## src/rtl/cfg_bitstream_loader_if.sv

```systemverilog
// Frame-word handshake bundle for the configuration bitstream loader.
// Ports: WORD_DATA/WORD_VALID from the source, WORD_READY from the loader.
interface cfg_bitstream_loader_if #(
  parameter int FRAME_BITS = 18
);
  logic [FRAME_BITS-1:0] WORD_DATA;
  logic                  WORD_VALID;
  logic                  WORD_READY;

  modport master (
    output WORD_DATA,
    output WORD_VALID,
    input  WORD_READY
  );

  modport slave (
    input  WORD_DATA,
    input  WORD_VALID,
    output WORD_READY
  );
endinterface

```

## src/rtl/cfg_bitstream_loader.sv

```systemverilog
// Serializes frame words LSB-first onto MASTER_DIN/MASTER_EN, pulses CH_ADDR.
// Ports: CLK, RST_N, START, word (slave), MASTER_*, CH_ADDR, PROG_DONE, BUSY, BLOCK_CNT.
module cfg_bitstream_loader #(
  parameter int FRAME_BITS = 18,
  parameter int NUM_BLOCKS = 77,
  parameter int CNT_W      = 7
) (
  input  logic             CLK,
  input  logic             RST_N,
  input  logic             START,
  cfg_bitstream_loader_if.slave word,
  output logic             MASTER_DIN,
  output logic             MASTER_EN,
  output logic             CH_ADDR,
  output logic             PROG_DONE,
  output logic             BUSY,
  output logic [CNT_W-1:0] BLOCK_CNT
);

  localparam int BIT_W = $clog2(FRAME_BITS + 1);
  localparam logic [BIT_W-1:0] LAST_BIT =
    BIT_W'(FRAME_BITS - 1);
  localparam logic [CNT_W-1:0] LAST_BLK =
    CNT_W'(NUM_BLOCKS - 1);

  typedef enum logic [2:0] {
    IDLE,
    FETCH,
    SHIFT,
    ADVANCE,
    DONE
  } state_t;

  state_t state, state_n;

  logic [FRAME_BITS-1:0] shift_q, shift_n;
  logic [BIT_W-1:0]      bit_q, bit_n;
  logic [CNT_W-1:0]      blk_n;
  logic                  rdy_q;
  logic                  din_n, en_n, ch_n;
  logic                  done_n, rdy_n, busy_n;

  assign word.WORD_READY = rdy_q;

  always_comb begin
    state_n = state;
    shift_n = shift_q;
    bit_n   = bit_q;
    blk_n   = BLOCK_CNT;
    unique case (state)
      IDLE: begin
        if (START) begin
          state_n = FETCH;
          blk_n   = '0;
        end
      end
      FETCH: begin
        if (word.WORD_VALID && rdy_q) begin
          shift_n = word.WORD_DATA;
          bit_n   = '0;
          state_n = SHIFT;
        end
      end
      SHIFT: begin
        shift_n = shift_q >> 1;
        if (bit_q == LAST_BIT) begin
          if (BLOCK_CNT == LAST_BLK)
            state_n = DONE;
          else
            state_n = ADVANCE;
        end else begin
          bit_n = bit_q + BIT_W'(1);
        end
      end
      ADVANCE: begin
        blk_n   = BLOCK_CNT + CNT_W'(1);
        state_n = FETCH;
      end
      DONE: begin
        if (START) begin
          state_n = FETCH;
          blk_n   = '0;
        end
      end
      default: state_n = IDLE;
    endcase

    // Outputs are registered, so they are decoded from the next state;
    // the serial bit is the LSB of the next shift-register value.
    din_n  = (state_n == SHIFT) && shift_n[0];
    en_n   = (state_n == SHIFT);
    ch_n   = (state_n == ADVANCE);
    done_n = (state_n == DONE);
    rdy_n  = (state_n == FETCH);
    busy_n = (state_n == FETCH) ||
             (state_n == SHIFT) ||
             (state_n == ADVANCE);
  end

  always_ff @(posedge CLK) begin
    if (!RST_N) begin
      state      <= IDLE;
      shift_q    <= '0;
      bit_q      <= '0;
      BLOCK_CNT  <= '0;
      rdy_q      <= 1'b0;
      MASTER_DIN <= 1'b0;
      MASTER_EN  <= 1'b0;
      CH_ADDR    <= 1'b0;
      PROG_DONE  <= 1'b0;
      BUSY       <= 1'b0;
    end else begin
      state      <= state_n;
      shift_q    <= shift_n;
      bit_q      <= bit_n;
      BLOCK_CNT  <= blk_n;
      rdy_q      <= rdy_n;
      MASTER_DIN <= din_n;
      MASTER_EN  <= en_n;
      CH_ADDR    <= ch_n;
      PROG_DONE  <= done_n;
      BUSY       <= busy_n;
    end
  end

endmodule

```

## src/flat_wrapper.sv

```systemverilog
// flat-port wrapper written by rule: the top's interface ports become plain ports
module cfg_bitstream_loader_flat 
#(
  parameter int FRAME_BITS = 18,
  parameter int NUM_BLOCKS = 77,
  parameter int CNT_W      = 7
)
  (CLK, RST_N, START, MASTER_DIN, MASTER_EN, CH_ADDR, PROG_DONE, BUSY, BLOCK_CNT, word_WORD_DATA, word_WORD_VALID, word_WORD_READY);
  cfg_bitstream_loader_if #(.FRAME_BITS(FRAME_BITS)) word_i ();
  input  logic CLK;
  input  logic RST_N;
  input  logic START;
  output logic MASTER_DIN;
  output logic MASTER_EN;
  output logic CH_ADDR;
  output logic PROG_DONE;
  output logic BUSY;
  output logic [CNT_W-1:0] BLOCK_CNT;
  input wire logic [$bits(word_i.WORD_DATA)-1:0] word_WORD_DATA;
  input wire logic [$bits(word_i.WORD_VALID)-1:0] word_WORD_VALID;
  output wire logic [$bits(word_i.WORD_READY)-1:0] word_WORD_READY;
  assign word_i.WORD_DATA = word_WORD_DATA;
  assign word_i.WORD_VALID = word_WORD_VALID;
  assign word_WORD_READY = word_i.WORD_READY;
  cfg_bitstream_loader #(.FRAME_BITS(FRAME_BITS), .NUM_BLOCKS(NUM_BLOCKS), .CNT_W(CNT_W)) u_core (.CLK(CLK), .RST_N(RST_N), .START(START), .word(word_i), .MASTER_DIN(MASTER_DIN), .MASTER_EN(MASTER_EN), .CH_ADDR(CH_ADDR), .PROG_DONE(PROG_DONE), .BUSY(BUSY), .BLOCK_CNT(BLOCK_CNT));
endmodule
```

## config.mk

```make
export PLATFORM = sky130hd
export DESIGN_NAME = cfg_bitstream_loader_flat
export DESIGN_NICKNAME = d
export VERILOG_FILES = /design/src/rtl/cfg_bitstream_loader_if.sv /design/src/rtl/cfg_bitstream_loader.sv /design/src/flat_wrapper.sv
export SDC_FILE = /design/constraint.sdc
export NUM_CORES = 1
export LEC_CHECK = 0
export BUFFER_PORTS_ARGS = -buffer_cell sky130_fd_sc_hd__buf_4
export CORE_ASPECT_RATIO = 0.8
export CORE_MARGIN = 2
export CORE_UTILIZATION = 35
export CTS_CLUSTER_SIZE = 25
export DETAILED_ROUTE_END_ITERATION = 10
export PLACE_DENSITY_LB_ADDON = 0.2
export SYNTH_ARGS = -nofsm -noshare
export SYNTH_HDL_FRONTEND = slang
export SYNTH_SLANG_ARGS = --single-unit
```

## constraint.sdc

```tcl
create_clock -name CLK -period 1.7 [get_ports CLK]
set_input_delay 0.425 -clock CLK [delete_from_list [all_inputs] [get_ports CLK]]
set_output_delay 0.425 -clock CLK [all_outputs]
set_load 0.05 [all_outputs]
```

==> impl_metrics.json <==
{
  "drive_gt1_share_pct": 26.89,
  "cts_resized": 0,
  "detailroute.via_count": 1485,
  "synthesis.area_per_instance_um2": 9.040,
  "switching_share_pct": 23.82,
  "clock_skew_ps": 8.081,
  "timing.critical_path.cells": "nor2b_1 > buf_4 > a22oi_4 > or3_1 > a21oi_1",
  "fp.dieW_um": 82.53,
  "hold_slack_ps": 368.3,
  "post-route-period-util_pct": 93.12,
  "hold_path_startpoint": "word_WORD_DATA[17]",
  "setup.worst_path.end_class": "register",
  "cpLargestDelayFamily": "simple AND/OR/NAND/NOR gates",
  "layout_min_cycle_time_ps": 1583,
  "timing_max_transition_violations_final": 0,
  "critPathLaunch": "u_core.state[0]$_SDFF_PN0_",
  "number_of_hold_slack_violations_in_the_final_timing_report": 0,
  "max-cap-violations": 0,
  "worst_path_max_delay_cell": "sky130_fd_sc_hd__dfxtp_1",
  "detailedRoute.firstIterationViolations": 87,
  "chipHeight_um": 66.82,
  "post_syn_instances": 191,
  "synth.ff_latch_count": 39,
  "avgRoutedWirePerCell_um": 12.84,
  "area_overhead_vs_synth_pct": 28.41,
  "core-area_mm2": 0.004679,
  "netlist-cell-type-count": 40,
  "result_of_the_run": "complete, no violations",
  "final.setup.tns_ps": 0,
  "track_usage_pct": 15.74,
  "drt_pre_antenna_iters": 4,
  "htree_levels": 2,
  "io_buffer_count": 34,
  "largest_net_degree_at_the_start_of_global_routing": 28,
  "worstReg2RegStart": "u_core.state[0]$_SDFF_PN0_",
  "postCtsSetupRepairBufs": 0,
  "synth.yosys.seq_area_share_pct": 45.22,
  "cts_buffers": 5,
  "max_freq_mhz": 631.7,
  "clock_latency_ps": 290,
  "ctsRootBufferMaster": "sky130_fd_sc_hd__clkbuf_8",
  "clk_transition_reported_paths_ps": 80,
  "postCtsHoldBufs": 0,
  "final_net_count": 263,
  "tightest_slew_ps": 492.9,
  "placementRows": 22,
  "floorplan.die_area_mm2": 0.005514,
  "vias_in_the_first_global_route": 1332,
  "antenna_left": 0,
  "max_slew_margin_pct": 66.79,
  "clockPowerShare_pct": 39.6,
  "crit_buf_inv": 1,
  "worst_vdd_ir_v": 0.0003961,
  "grt_pass1_wl_um": 6451,
  "hold_class": "in2reg",
  "hpwlAfterDp_um": 2758,
  "total_switching_power_uw": 475.6,
  "yosys_warnings": 0,
  "routed_wirelength_um": 3826,
  "layout.filler_cells": 471,
  "power_density_mw_per_mm2": 900.7,
  "grt_remaining_overflow": 0,
  "avgViaCountPerCell": 4.983,
  "share_seq_of_total_power_pct": 47.8,
  "critical_path.startpoint_type": "register",
  "fin_ws_ps": 116.9,
  "internal-power_mw": 1.521,
  "setup_repair_after_global_routing_missed_its_margin": "no",
  "mappedNetlistNets": 217,
  "worst_slack_after_detailed_placement_ps": 130.8,
  "power.static_leakage_nw": 0.8271,
  "worstPathRequired_ps": 1930,
  "report.final.setup_viol": 0,
  "boundaryPins": 35,
  "pwr-share-comb_pct": 12.6,
  "antenna_found_initial": 0,
  "drcViolationCount": 0,
  "num_antenna_cells": 0,
  "regToRegSetupSlack_ps": 120,
  "start_util_pct": 36.90,
  "place_congestion": 0.8232,
  "critical_path_peak_fanout": 9,
  "slowest_delay_ps": 520,
  "clock_tree_from_tritoncts": "done",
  "cp.arrival_ps": 1810,
  "clock_sink_count": 39,
  "cts.path.max_buffers": 2,
  "crit_type": "reg2reg",
  "mappedNetlistArea_mm2": 0.001727
}
final timing paths:
path                                                        end  cells past startpoint
worst max-delay path               u_core.bit_q[4]$_SDFFE_PN0P_                      5
worst min-delay path            u_core.shift_q[17]$_SDFFE_PN0P_                      3
worst max register to register     u_core.bit_q[4]$_SDFFE_PN0P_                      5
worst min register to register  u_core.shift_q[12]$_SDFFE_PN0P_                      2
Yosys cell counts (all sizes together):
library cell  number  area [µm²]
a31oi              1       6.260
clkbuf             3       11.26
a22oi             18       148.9
nor3b              2       26.28
nor2              14       55.06
or3b               1       11.26
a21oi             25       128.9
nand2b             4       25.02
nand4bb            1       11.26
nor4               1       6.260
o21ai              7       35.03
ha                 4       50.05
and2               3       18.77
mux2               1       11.26
o2111ai            1       8.760
and3               1       6.260
nor3               3       15.01
a211oi             5       37.54
xor2               2       17.52
inv                6       22.52
a221o              1       10.01
clkinv             1       3.750
dfxtp             39       780.8
nand3b             3       22.52
nand4              1       6.260
and3b              2       17.52
buf                7       60.05
or3                3       18.77
nand3              4       20.02
nor2b              2       12.51
a22o               1       8.760
xnor2              3       26.28
o22ai              1       6.260
nand2             19       71.32
o31a               1       8.760
through the flow:
| stage | instance area, µm² | utilization [%] | instances | power (mW) |
|---|---|---|---|---|
| 2_1_floorplan | 1728 | - | 191 | 1.132 |
| 3_3_place_gp | 2100 | 44.87 | 290 | 1.228 |
| 3_5_place_dp | 2100 | 44.87 | 290 | 1.227 |
| 4_1_cts | 2217 | 47.38 | 298 | 2.023 |
| 5_1_grt | 2217 | 47.38 | 298 | 2.084 |
| 6_report | 2217 | 47.38 | 298 | 1.997 |
final cells by class:
cell class	count	area, µm²	share of cell area [%]
sequential	39	782.0	35.27
clock buffer	6	82.58	3.725
inverter	7	26.28	1.185
timing repair buffer	49	367.9	16.59
tap	60	75.07	3.386
multi-input combinational	135	848.3	38.26
clock inverter	2	35.03	1.580
cells in the final DEF (no fill, tap or decap), types with 2 or more instances in the layout:
| cell | n |
|---|---|
| sky130_fd_sc_hd__ha_1 | 4 |
| sky130_fd_sc_hd__a211oi_1 | 5 |
| sky130_fd_sc_hd__inv_1 | 6 |
| sky130_fd_sc_hd__nand2b_1 | 4 |
| sky130_fd_sc_hd__dfxtp_1 | 38 |
| sky130_fd_sc_hd__xnor2_1 | 3 |
| sky130_fd_sc_hd__a22oi_1 | 17 |
| sky130_fd_sc_hd__nor2_1 | 13 |
| sky130_fd_sc_hd__nand2_1 | 19 |
| sky130_fd_sc_hd__xor2_1 | 2 |
| sky130_fd_sc_hd__nand3b_1 | 3 |
| sky130_fd_sc_hd__nand3_1 | 4 |
| sky130_fd_sc_hd__a21oi_1 | 24 |
| sky130_fd_sc_hd__buf_4 | 49 |
| sky130_fd_sc_hd__clkbuf_8 | 6 |
| sky130_fd_sc_hd__and3b_1 | 2 |
| sky130_fd_sc_hd__and2_1 | 3 |
| sky130_fd_sc_hd__nor3_1 | 3 |
| sky130_fd_sc_hd__or3_1 | 3 |
| sky130_fd_sc_hd__nor2b_1 | 2 |
| sky130_fd_sc_hd__o21ai_0 | 7 |
routing by layer:
| layer | global-route usage [%] | part of all wire [%] | vias to the layer above |
|---|---|---|---|
| met2 | 21.27 | 42 | 22 |
| met4 | 6.762 | 1.4 | 0 |
| met5 | 0 | 0 | - |
| li1 | - | - | 774 |
| met3 | 4.201 | 3.7 | 5 |
| met1 | 23.10 | 52 | 684 |
registers in the layout, indices dropped and copies added (netlist names):
register,count
u_core.BLOCK_CNT,7
u_core.shift_q,18
u_core.bit_q,5
u_core.BUSY,1
u_core.state,3
u_core.MASTER_DIN,1
u_core.word.WORD_READY,1
u_core.CH_ADDR,1
u_core.PROG_DONE,1
u_core.MASTER_EN,1
logic make-up after synthesis:
group / synth area share [%]
AND/OR/NAND/NOR: 19.93
AO/OA/AOI/OAI: 23.12
flip-flops: 45.22
buffers and inverters: 5.651
XOR/XNOR: 2.537
adder cells (fa/ha/maj): 2.899
multiplexers: 0.6521
power by group through the flow:
| stage | combinational, mW | clock, mW | sequential [mW] |
|---|---|---|---|
| 5_1_grt | 0.276 | 0.850 | 0.958 |
| 3_5_place_dp | 0.251 | 0 | 0.976 |
| 3_3_place_gp | 0.252 | 0 | 0.976 |
| 6_report | 0.252 | 0.790 | 0.955 |
| 2_1_floorplan | 0.138 | 0 | 0.994 |
| 4_1_cts | 0.253 | 0.816 | 0.954 |
worst register-to-register path, delay by kind of cell (launching register included):
family                 cells  cell delay, ps
buffers and inverters      1             170
and+or+nand+nor            2             590
DFF                        1             520
AOI/OAI and AO/OA          2             240
(Power assumes the default switching activity.)
